## src/rtl/mem_arbiter_if.sv

```systemverilog
// rtl/mem_arbiter_if.sv - request/grant and memory bus bundle for mem_arbiter
// lock1 exists only when MEM_ARB_LOCK_EN is defined.
interface mem_arbiter_if #(
  parameter int AW = 32,
  parameter int DW = 32
);
  logic          req0;
  logic          req1;
  logic          we0;
  logic          we1;
  logic [AW-1:0] adr0;
  logic [AW-1:0] adr1;
  logic [DW-1:0] wd0;
  logic [DW-1:0] wd1;
  logic          gnt0;
  logic          gnt1;
  logic          rvalid0;
  logic          rvalid1;
  logic [DW-1:0] rd0;
  logic [DW-1:0] rd1;
`ifdef MEM_ARB_LOCK_EN
  logic          lock1;
`endif
  logic          MemWrite;
  logic [AW-1:0] Adr;
  logic [DW-1:0] WriteData;
  logic [DW-1:0] ReadData;

  modport slave (
    input  req0, req1, we0, we1, adr0, adr1, wd0, wd1,
`ifdef MEM_ARB_LOCK_EN
    input  lock1,
`endif
    output gnt0, gnt1, rvalid0, rvalid1, rd0, rd1,
    output MemWrite, Adr, WriteData,
    input  ReadData
  );

  modport master (
    output req0, req1, we0, we1, adr0, adr1, wd0, wd1,
`ifdef MEM_ARB_LOCK_EN
    output lock1,
`endif
    input  gnt0, gnt1, rvalid0, rvalid1, rd0, rd1,
    input  MemWrite, Adr, WriteData,
    output ReadData
  );
endinterface

```

## src/rtl/mem_arbiter.sv

```systemverilog
// rtl/mem_arbiter.sv - two-port round-robin arbiter for a shared unified memory
// Optional port-1 burst lock when MEM_ARB_LOCK_EN is defined.
module mem_arbiter #(
  parameter int AW       = 32,
  parameter int DW       = 32,
  parameter int LOCK_MAX = 16
) (
  input  logic         clk,
  input  logic         reset,
  mem_arbiter_if.slave bus
);

  if (LOCK_MAX < 2) begin : g_lock_max_check
    $error("mem_arbiter: LOCK_MAX must be at least 2");
  end

  logic          last_q;
  logic          last_d;
  logic          g0;
  logic          g1;
  logic          rvalid0_q;
  logic          rvalid1_q;
  logic [DW-1:0] rd0_q;
  logic [DW-1:0] rd1_q;
  logic [AW-1:0] adr_mux;

`ifdef MEM_ARB_LOCK_EN
  typedef enum logic {UNLOCKED, LOCKED} lock_state_t;
  localparam int CW = $clog2(LOCK_MAX + 1);

  lock_state_t   state_q;
  lock_state_t   state_d;
  logic [CW-1:0] cnt_q;
  logic [CW-1:0] cnt_d;

  always_ff @(posedge clk) begin
    if (reset) begin
      state_q <= UNLOCKED;
      cnt_q   <= '0;
    end else begin
      state_q <= state_d;
      cnt_q   <= cnt_d;
    end
  end

  always_comb begin
    state_d = state_q;
    cnt_d   = cnt_q;
    g0      = 1'b0;
    g1      = 1'b0;
    if (!reset) begin
      case (state_q)
        UNLOCKED: begin
          if (bus.req0 && bus.req1) begin
            g0 = last_q;
            g1 = !last_q;
          end else begin
            g0 = bus.req0;
            g1 = bus.req1;
          end
          if (g1 && bus.lock1) begin
            state_d = LOCKED;
            cnt_d   = CW'(1);
          end
        end
        LOCKED: begin
          // Port 0 is held off for the whole burst.
          g1 = bus.req1;
          if (!bus.req1 || !bus.lock1) begin
            state_d = UNLOCKED;
            cnt_d   = '0;
          end else if (cnt_q == CW'(LOCK_MAX - 1)) begin
            state_d = UNLOCKED;
            cnt_d   = '0;
          end else begin
            cnt_d = cnt_q + CW'(1);
          end
        end
        default: begin
          state_d = UNLOCKED;
          cnt_d   = '0;
        end
      endcase
    end
  end
`else
  always_comb begin
    g0 = 1'b0;
    g1 = 1'b0;
    if (!reset) begin
      if (bus.req0 && bus.req1) begin
        g0 = last_q;
        g1 = !last_q;
      end else begin
        g0 = bus.req0;
        g1 = bus.req1;
      end
    end
  end
`endif

  // A burst ending at LOCK_MAX leaves last = 1, which already hands priority to port 0.
  always_comb begin
    last_d = last_q;
    if (g0) begin
      last_d = 1'b0;
    end else if (g1) begin
      last_d = 1'b1;
    end
  end

  always_comb begin
    adr_mux = '0;
    if (g0) begin
      adr_mux = bus.adr0;
    end else if (g1) begin
      adr_mux = bus.adr1;
    end
  end

  assign bus.gnt0      = g0;
  assign bus.gnt1      = g1;
  assign bus.Adr       = adr_mux;
  assign bus.MemWrite  = (g0 && bus.we0) || (g1 && bus.we1);
  assign bus.WriteData = g0 ? bus.wd0 : (g1 ? bus.wd1 : '0);

  always_ff @(posedge clk) begin
    if (reset) begin
      last_q    <= 1'b1;
      rvalid0_q <= 1'b0;
      rvalid1_q <= 1'b0;
      rd0_q     <= '0;
      rd1_q     <= '0;
    end else begin
      last_q    <= last_d;
      rvalid0_q <= g0 && !bus.we0;
      rvalid1_q <= g1 && !bus.we1;
      if (g0 && !bus.we0) begin
        rd0_q <= bus.ReadData;
      end
      if (g1 && !bus.we1) begin
        rd1_q <= bus.ReadData;
      end
    end
  end

  // Masking with reset drops a read whose result would land in a reset cycle.
  assign bus.rvalid0 = rvalid0_q && !reset;
  assign bus.rvalid1 = rvalid1_q && !reset;
  assign bus.rd0     = reset ? '0 : rd0_q;
  assign bus.rd1     = reset ? '0 : rd1_q;

endmodule

```

## src/flat_wrapper.sv

```systemverilog
// flat-port wrapper written by rule: the top's interface ports become plain ports
module mem_arbiter_flat 
#(
  parameter int AW       = 32,
  parameter int DW       = 32,
  parameter int LOCK_MAX = 16
)
  (clk, reset, bus_req0, bus_req1, bus_we0, bus_we1, bus_adr0, bus_adr1, bus_wd0, bus_wd1, bus_gnt0, bus_gnt1, bus_rvalid0, bus_rvalid1, bus_rd0, bus_rd1, bus_MemWrite, bus_Adr, bus_WriteData, bus_ReadData);
  mem_arbiter_if #(.AW(AW), .DW(DW)) bus_i ();
  input  logic clk;
  input  logic reset;
  input wire logic [$bits(bus_i.req0)-1:0] bus_req0;
  input wire logic [$bits(bus_i.req1)-1:0] bus_req1;
  input wire logic [$bits(bus_i.we0)-1:0] bus_we0;
  input wire logic [$bits(bus_i.we1)-1:0] bus_we1;
  input wire logic [$bits(bus_i.adr0)-1:0] bus_adr0;
  input wire logic [$bits(bus_i.adr1)-1:0] bus_adr1;
  input wire logic [$bits(bus_i.wd0)-1:0] bus_wd0;
  input wire logic [$bits(bus_i.wd1)-1:0] bus_wd1;
  output wire logic [$bits(bus_i.gnt0)-1:0] bus_gnt0;
  output wire logic [$bits(bus_i.gnt1)-1:0] bus_gnt1;
  output wire logic [$bits(bus_i.rvalid0)-1:0] bus_rvalid0;
  output wire logic [$bits(bus_i.rvalid1)-1:0] bus_rvalid1;
  output wire logic [$bits(bus_i.rd0)-1:0] bus_rd0;
  output wire logic [$bits(bus_i.rd1)-1:0] bus_rd1;
  output wire logic [$bits(bus_i.MemWrite)-1:0] bus_MemWrite;
  output wire logic [$bits(bus_i.Adr)-1:0] bus_Adr;
  output wire logic [$bits(bus_i.WriteData)-1:0] bus_WriteData;
  input wire logic [$bits(bus_i.ReadData)-1:0] bus_ReadData;
  assign bus_i.req0 = bus_req0;
  assign bus_i.req1 = bus_req1;
  assign bus_i.we0 = bus_we0;
  assign bus_i.we1 = bus_we1;
  assign bus_i.adr0 = bus_adr0;
  assign bus_i.adr1 = bus_adr1;
  assign bus_i.wd0 = bus_wd0;
  assign bus_i.wd1 = bus_wd1;
  assign bus_gnt0 = bus_i.gnt0;
  assign bus_gnt1 = bus_i.gnt1;
  assign bus_rvalid0 = bus_i.rvalid0;
  assign bus_rvalid1 = bus_i.rvalid1;
  assign bus_rd0 = bus_i.rd0;
  assign bus_rd1 = bus_i.rd1;
  assign bus_MemWrite = bus_i.MemWrite;
  assign bus_Adr = bus_i.Adr;
  assign bus_WriteData = bus_i.WriteData;
  assign bus_i.ReadData = bus_ReadData;
  mem_arbiter #(.AW(AW), .DW(DW), .LOCK_MAX(LOCK_MAX)) u_core (.clk(clk), .reset(reset), .bus(bus_i));
endmodule
```

## config.mk

```make
export PLATFORM = sky130hd
export DESIGN_NAME = mem_arbiter_flat
export DESIGN_NICKNAME = d
export VERILOG_FILES = /design/src/rtl/mem_arbiter_if.sv /design/src/rtl/mem_arbiter.sv /design/src/flat_wrapper.sv
export SDC_FILE = /design/constraint.sdc
export NUM_CORES = 1
export LEC_CHECK = 0
export ABC_CLOCK_PERIOD_IN_PS = 1110
export CORE_MARGIN = 2
export CORE_UTILIZATION = 30
export CTS_CLUSTER_DIAMETER = 80
export DETAILED_ROUTE_END_ITERATION = 10
export GPL_ROUTABILITY_DRIVEN = 1
export GPL_TIMING_DRIVEN = 0
export HOLD_SLACK_MARGIN = 0.05
export PLACE_DENSITY = 0.78
export SETUP_SLACK_MARGIN = 0.05
export SKIP_CTS_REPAIR_TIMING = 1
export SLEW_MARGIN = 10
export SYNTH_ARGS = -nofsm -noshare
export SYNTH_HDL_FRONTEND = slang
export SYNTH_SLANG_ARGS = --single-unit
```

## constraint.sdc

```tcl
create_clock -name clk -period 1.11 [get_ports clk]
set_input_delay 0.1665 -clock clk [delete_from_list [all_inputs] [get_ports clk]]
set_output_delay 0.1665 -clock clk [all_outputs]
set_load 0.02 [all_outputs]
```

==> results.json <==
{
  "power_density_nw_per_um2": 981.1,
  "cts-htree-levels": 3,
  "fin_hold_ws_ns": 0.1551,
  "drc_errors": 0,
  "setup_viol": 191,
  "globalRouteOverflowTotal": 0,
  "drt_iter0_drc": 114,
  "min_from": "bus_req1",
  "crit_type": "reg2out",
  "leakagePower_nw": 3.918,
  "viasPerCell": 4.625,
  "grt_pass1_wl_mm": 22.38,
  "hold_viol": 0,
  "yosysSeqAreaShare": 0.3623,
  "arrival_ns": 1.68,
  "end_kind": "output pin",
  "cts_buffers": 9,
  "netlist_area_um2": 3702,
  "synth_common_cells": "nand2b_1 (97), dfxtp_1 (67), a22o_1 (65)",
  "fin_nets": 896,
  "drive_gt1_frac": 0.3406,
  "layout.cells.non_filler": 882,
  "synth.avg_cell_area_um2": 9.233,
  "status": "complete, but fails checks",
  "io_pins": 299,
  "core_area_um2": 12010,
  "timing.rr.start": "u_core.last_q$_SDFFE_PP1P_",
  "postRouteAntennaNets": 0,
  "clock.fmax_mhz": 540.5,
  "vias": 4079,
  "yosysMostFrequentCell": "nand2b_1",
  "wl_per_cell_um": 17.80,
  "period_needed_ns": 1.850,
  "clk_pin_slew_ns": 0.05,
  "slowest_delay_ns": 0.36,
  "synth_cells": 401,
  "cts_buffer_depth": 2,
  "fp.dieArea_um2": 13250,
  "cp.required_ns": 0.94,
  "port_buffers": 298,
  "yosysWarnings": 0,
  "syn_nets": 567,
  "grt.total_usage": 0.2207,
  "die_h_um": 115.1,
  "report.final.slew_viol_count": 0,
  "grt_max_degree": 11,
  "failed_checks": "negative setup slack",
  "synth.area.top_cells": "dfxtp_1 (36%), mux2i_1 (17%), nand2b_1 (16%)",
  "grt_antenna_before_repair": 1,
  "synth_edf_count": 0,
  "routabilityCongestion": 0.8968,
  "clkLatencyLatePin_ns": 0.32,
  "yosysTopAreaCellShare": 0.3623,
  "start_kind": "flop",
  "root_buffer": "clkbuf_16",
  "dp.final_hpwl_mm": 12.84,
  "holdPathEnd": "u_core.last_q$_SDFFE_PP1P_",
  "synth_ff_type": "dfxtp_1",
  "yosysTopAreaCell": "dfxtp_1",
  "initial_utilization": 0.3082,
  "num_rows": 40,
  "worst_path_max_delay_cell": "dfxtp_4",
  "grt_pass1_vias": 4160,
  "firstDrtPassIters": 4,
  "r2r_slack_ns": -0.38,
  "relSlewSlack": 0.7380,
  "async_reset_ff_frac": 0,
  "area.growth.synth_to_final_pct": 107.2,
  "min_path_type": "in2reg",
  "cp_common_cell": "buf_12",
  "cts.sinks": 67,
  "reg2reg_depth": 6,
  "path_cells": "nor2b_4 > nor3b_2 > buf_4 > buf_12 > buf_12 > a22o_4 > clkbuf_4",
  "routed_wl_mm": 15.70,
  "ys_ff_latch": 67,
  "worstPathMaxFanout": 10,
  "place_inst": 846,
  "fin_crit_sh": 1.667,
  "worst_pin_slew_ns": 0.3930,
  "tritoncts": "done",
  "die_x_um": 115.1,
  "peakVddDrop_v": 0.0009815,
  "holdPathStages": 3,
  "fin_ws_ns": -0.7403,
  "cap_violations": 0,
  "rsz0062_at_grt": "yes",
  "fin_tns_setup_ns": -66.15,
  "fillCellCount": 1020,
  "clock_skew_ns": 0.002917,
  "yosysUniqueCellTypes": 18,
  "reg2reg_to": "u_core.rd1_q[26]$_SDFFE_PP0P_"
}
[how the worst max path moves through the flow]
stage                               start                 to  slack (ns)  cells past startpoint
2_1_floorplan  u_core.last_q$_SDFFE_PP1P_        bus_Adr[13]       -0.16                      5
3_3_place_gp                     bus_req1  bus_WriteData[16]       -1.31                      7
3_5_place_dp                     bus_req1  bus_WriteData[16]       -1.33                      7
4_1_cts                          bus_req1  bus_WriteData[16]       -1.32                      7
5_1_grt        u_core.last_q$_SDFFE_PP1P_  bus_WriteData[19]       -0.79                      6
6_report       u_core.last_q$_SDFFE_PP1P_  bus_WriteData[14]       -0.74                      7
[placed cells by master (no fill, tap or decap), types with 23 or more instances in the layout]
master | netlist | layout
clkdlybuf4s50_1 | 0 | 163
nand2b_1 | 97 | 95
buf_4 | 8 | 85
dfxtp_1 | 67 | 65
inv_1 | 64 | 63
mux2i_1 | 64 | 63
a22o_4 | 0 | 42
buf_6 | 8 | 38
a22o_1 | 65 | 23
clkbuf_2 | 0 | 23
[through the flow]
stage	power [mW]	instance area, um^2	util	setup WS (ns)
after floorplan	3.669	4143	-	-0.1557
final	7.526	7671	0.6386	-0.7403
after global placement	4.877	7310	0.6085	-1.312
after global routing	7.811	7671	0.6386	-0.7896
after CTS	7.524	7590	0.6319	-1.323
after detailed placement	4.906	7310	0.6085	-1.326
[power breakdown]
part / internal [mW] / switching, mW / leakage (nW) / total [mW]
logic: 1.38 / 0.993 / 3.23 / 2.37
clock network: 1.67 / 0.925 / 0.141 / 2.60
registers: 2.52 / 0.0343 / 0.547 / 2.56
[critical path: cells and delay by family (launching register included)]
family | cells | cell delay (ns)
AND/OR/NAND/NOR | 2 | 0.17
AO/OA/AOI/OAI | 1 | 0.21
buffers and inverters | 4 | 0.60
flip-flops | 1 | 0.36
[sequential cells by signal (all words and copies together), names as in the netlist]
signal / flops
u_core.last_q: 1
u_core.rd0_q: 32
u_core.rd1_q: 32
u_core.rvalid0_q: 1
u_core.rvalid1_q: 1
[cells by family (layout without fill, tap and decap cells)]
logic type	count (synthesis)	after routing	share of synthesized area
mux	64	64	0.1730
buf+inv	96	429	0.1237
simple gates	107	107	0.1832
flops	67	67	0.3623
other cells	0	1	0
compound gates	67	67	0.1578
[area by class of cell]
| cell class | instances | area, um^2 | area share |
|---|---|---|---|
| clock inverter | 2 | 10.01 | 0.001305 |
| inverter | 64 | 240.2 | 0.03132 |
| tap | 147 | 183.9 | 0.02398 |
| sequential | 67 | 1346 | 0.1755 |
| clock buffer | 13 | 270.3 | 0.03523 |
| timing repair buffer | 318 | 2908 | 0.3791 |
| antenna | 1 | 2.502 | 0.0003262 |
| buffer | 32 | 401.6 | 0.05236 |
| multi-input combinational | 238 | 2308 | 0.3009 |
[layer usage]
metal / vias to the layer above / wire (um) / global-route usage / part of all wire
met2: 176 / 8171 / 0.4051 / 0.52
met3: 24 / 1175 / 0.06168 / 0.075
met5: - / 0 / 0 / 0
met4: 0 / 337 / 0.08112 / 0.021
li1: 1990 / - / - / -
met1: 1889 / 6013 / 0.2417 / 0.38
Note: power is estimated with default switching activity, not from simulation.
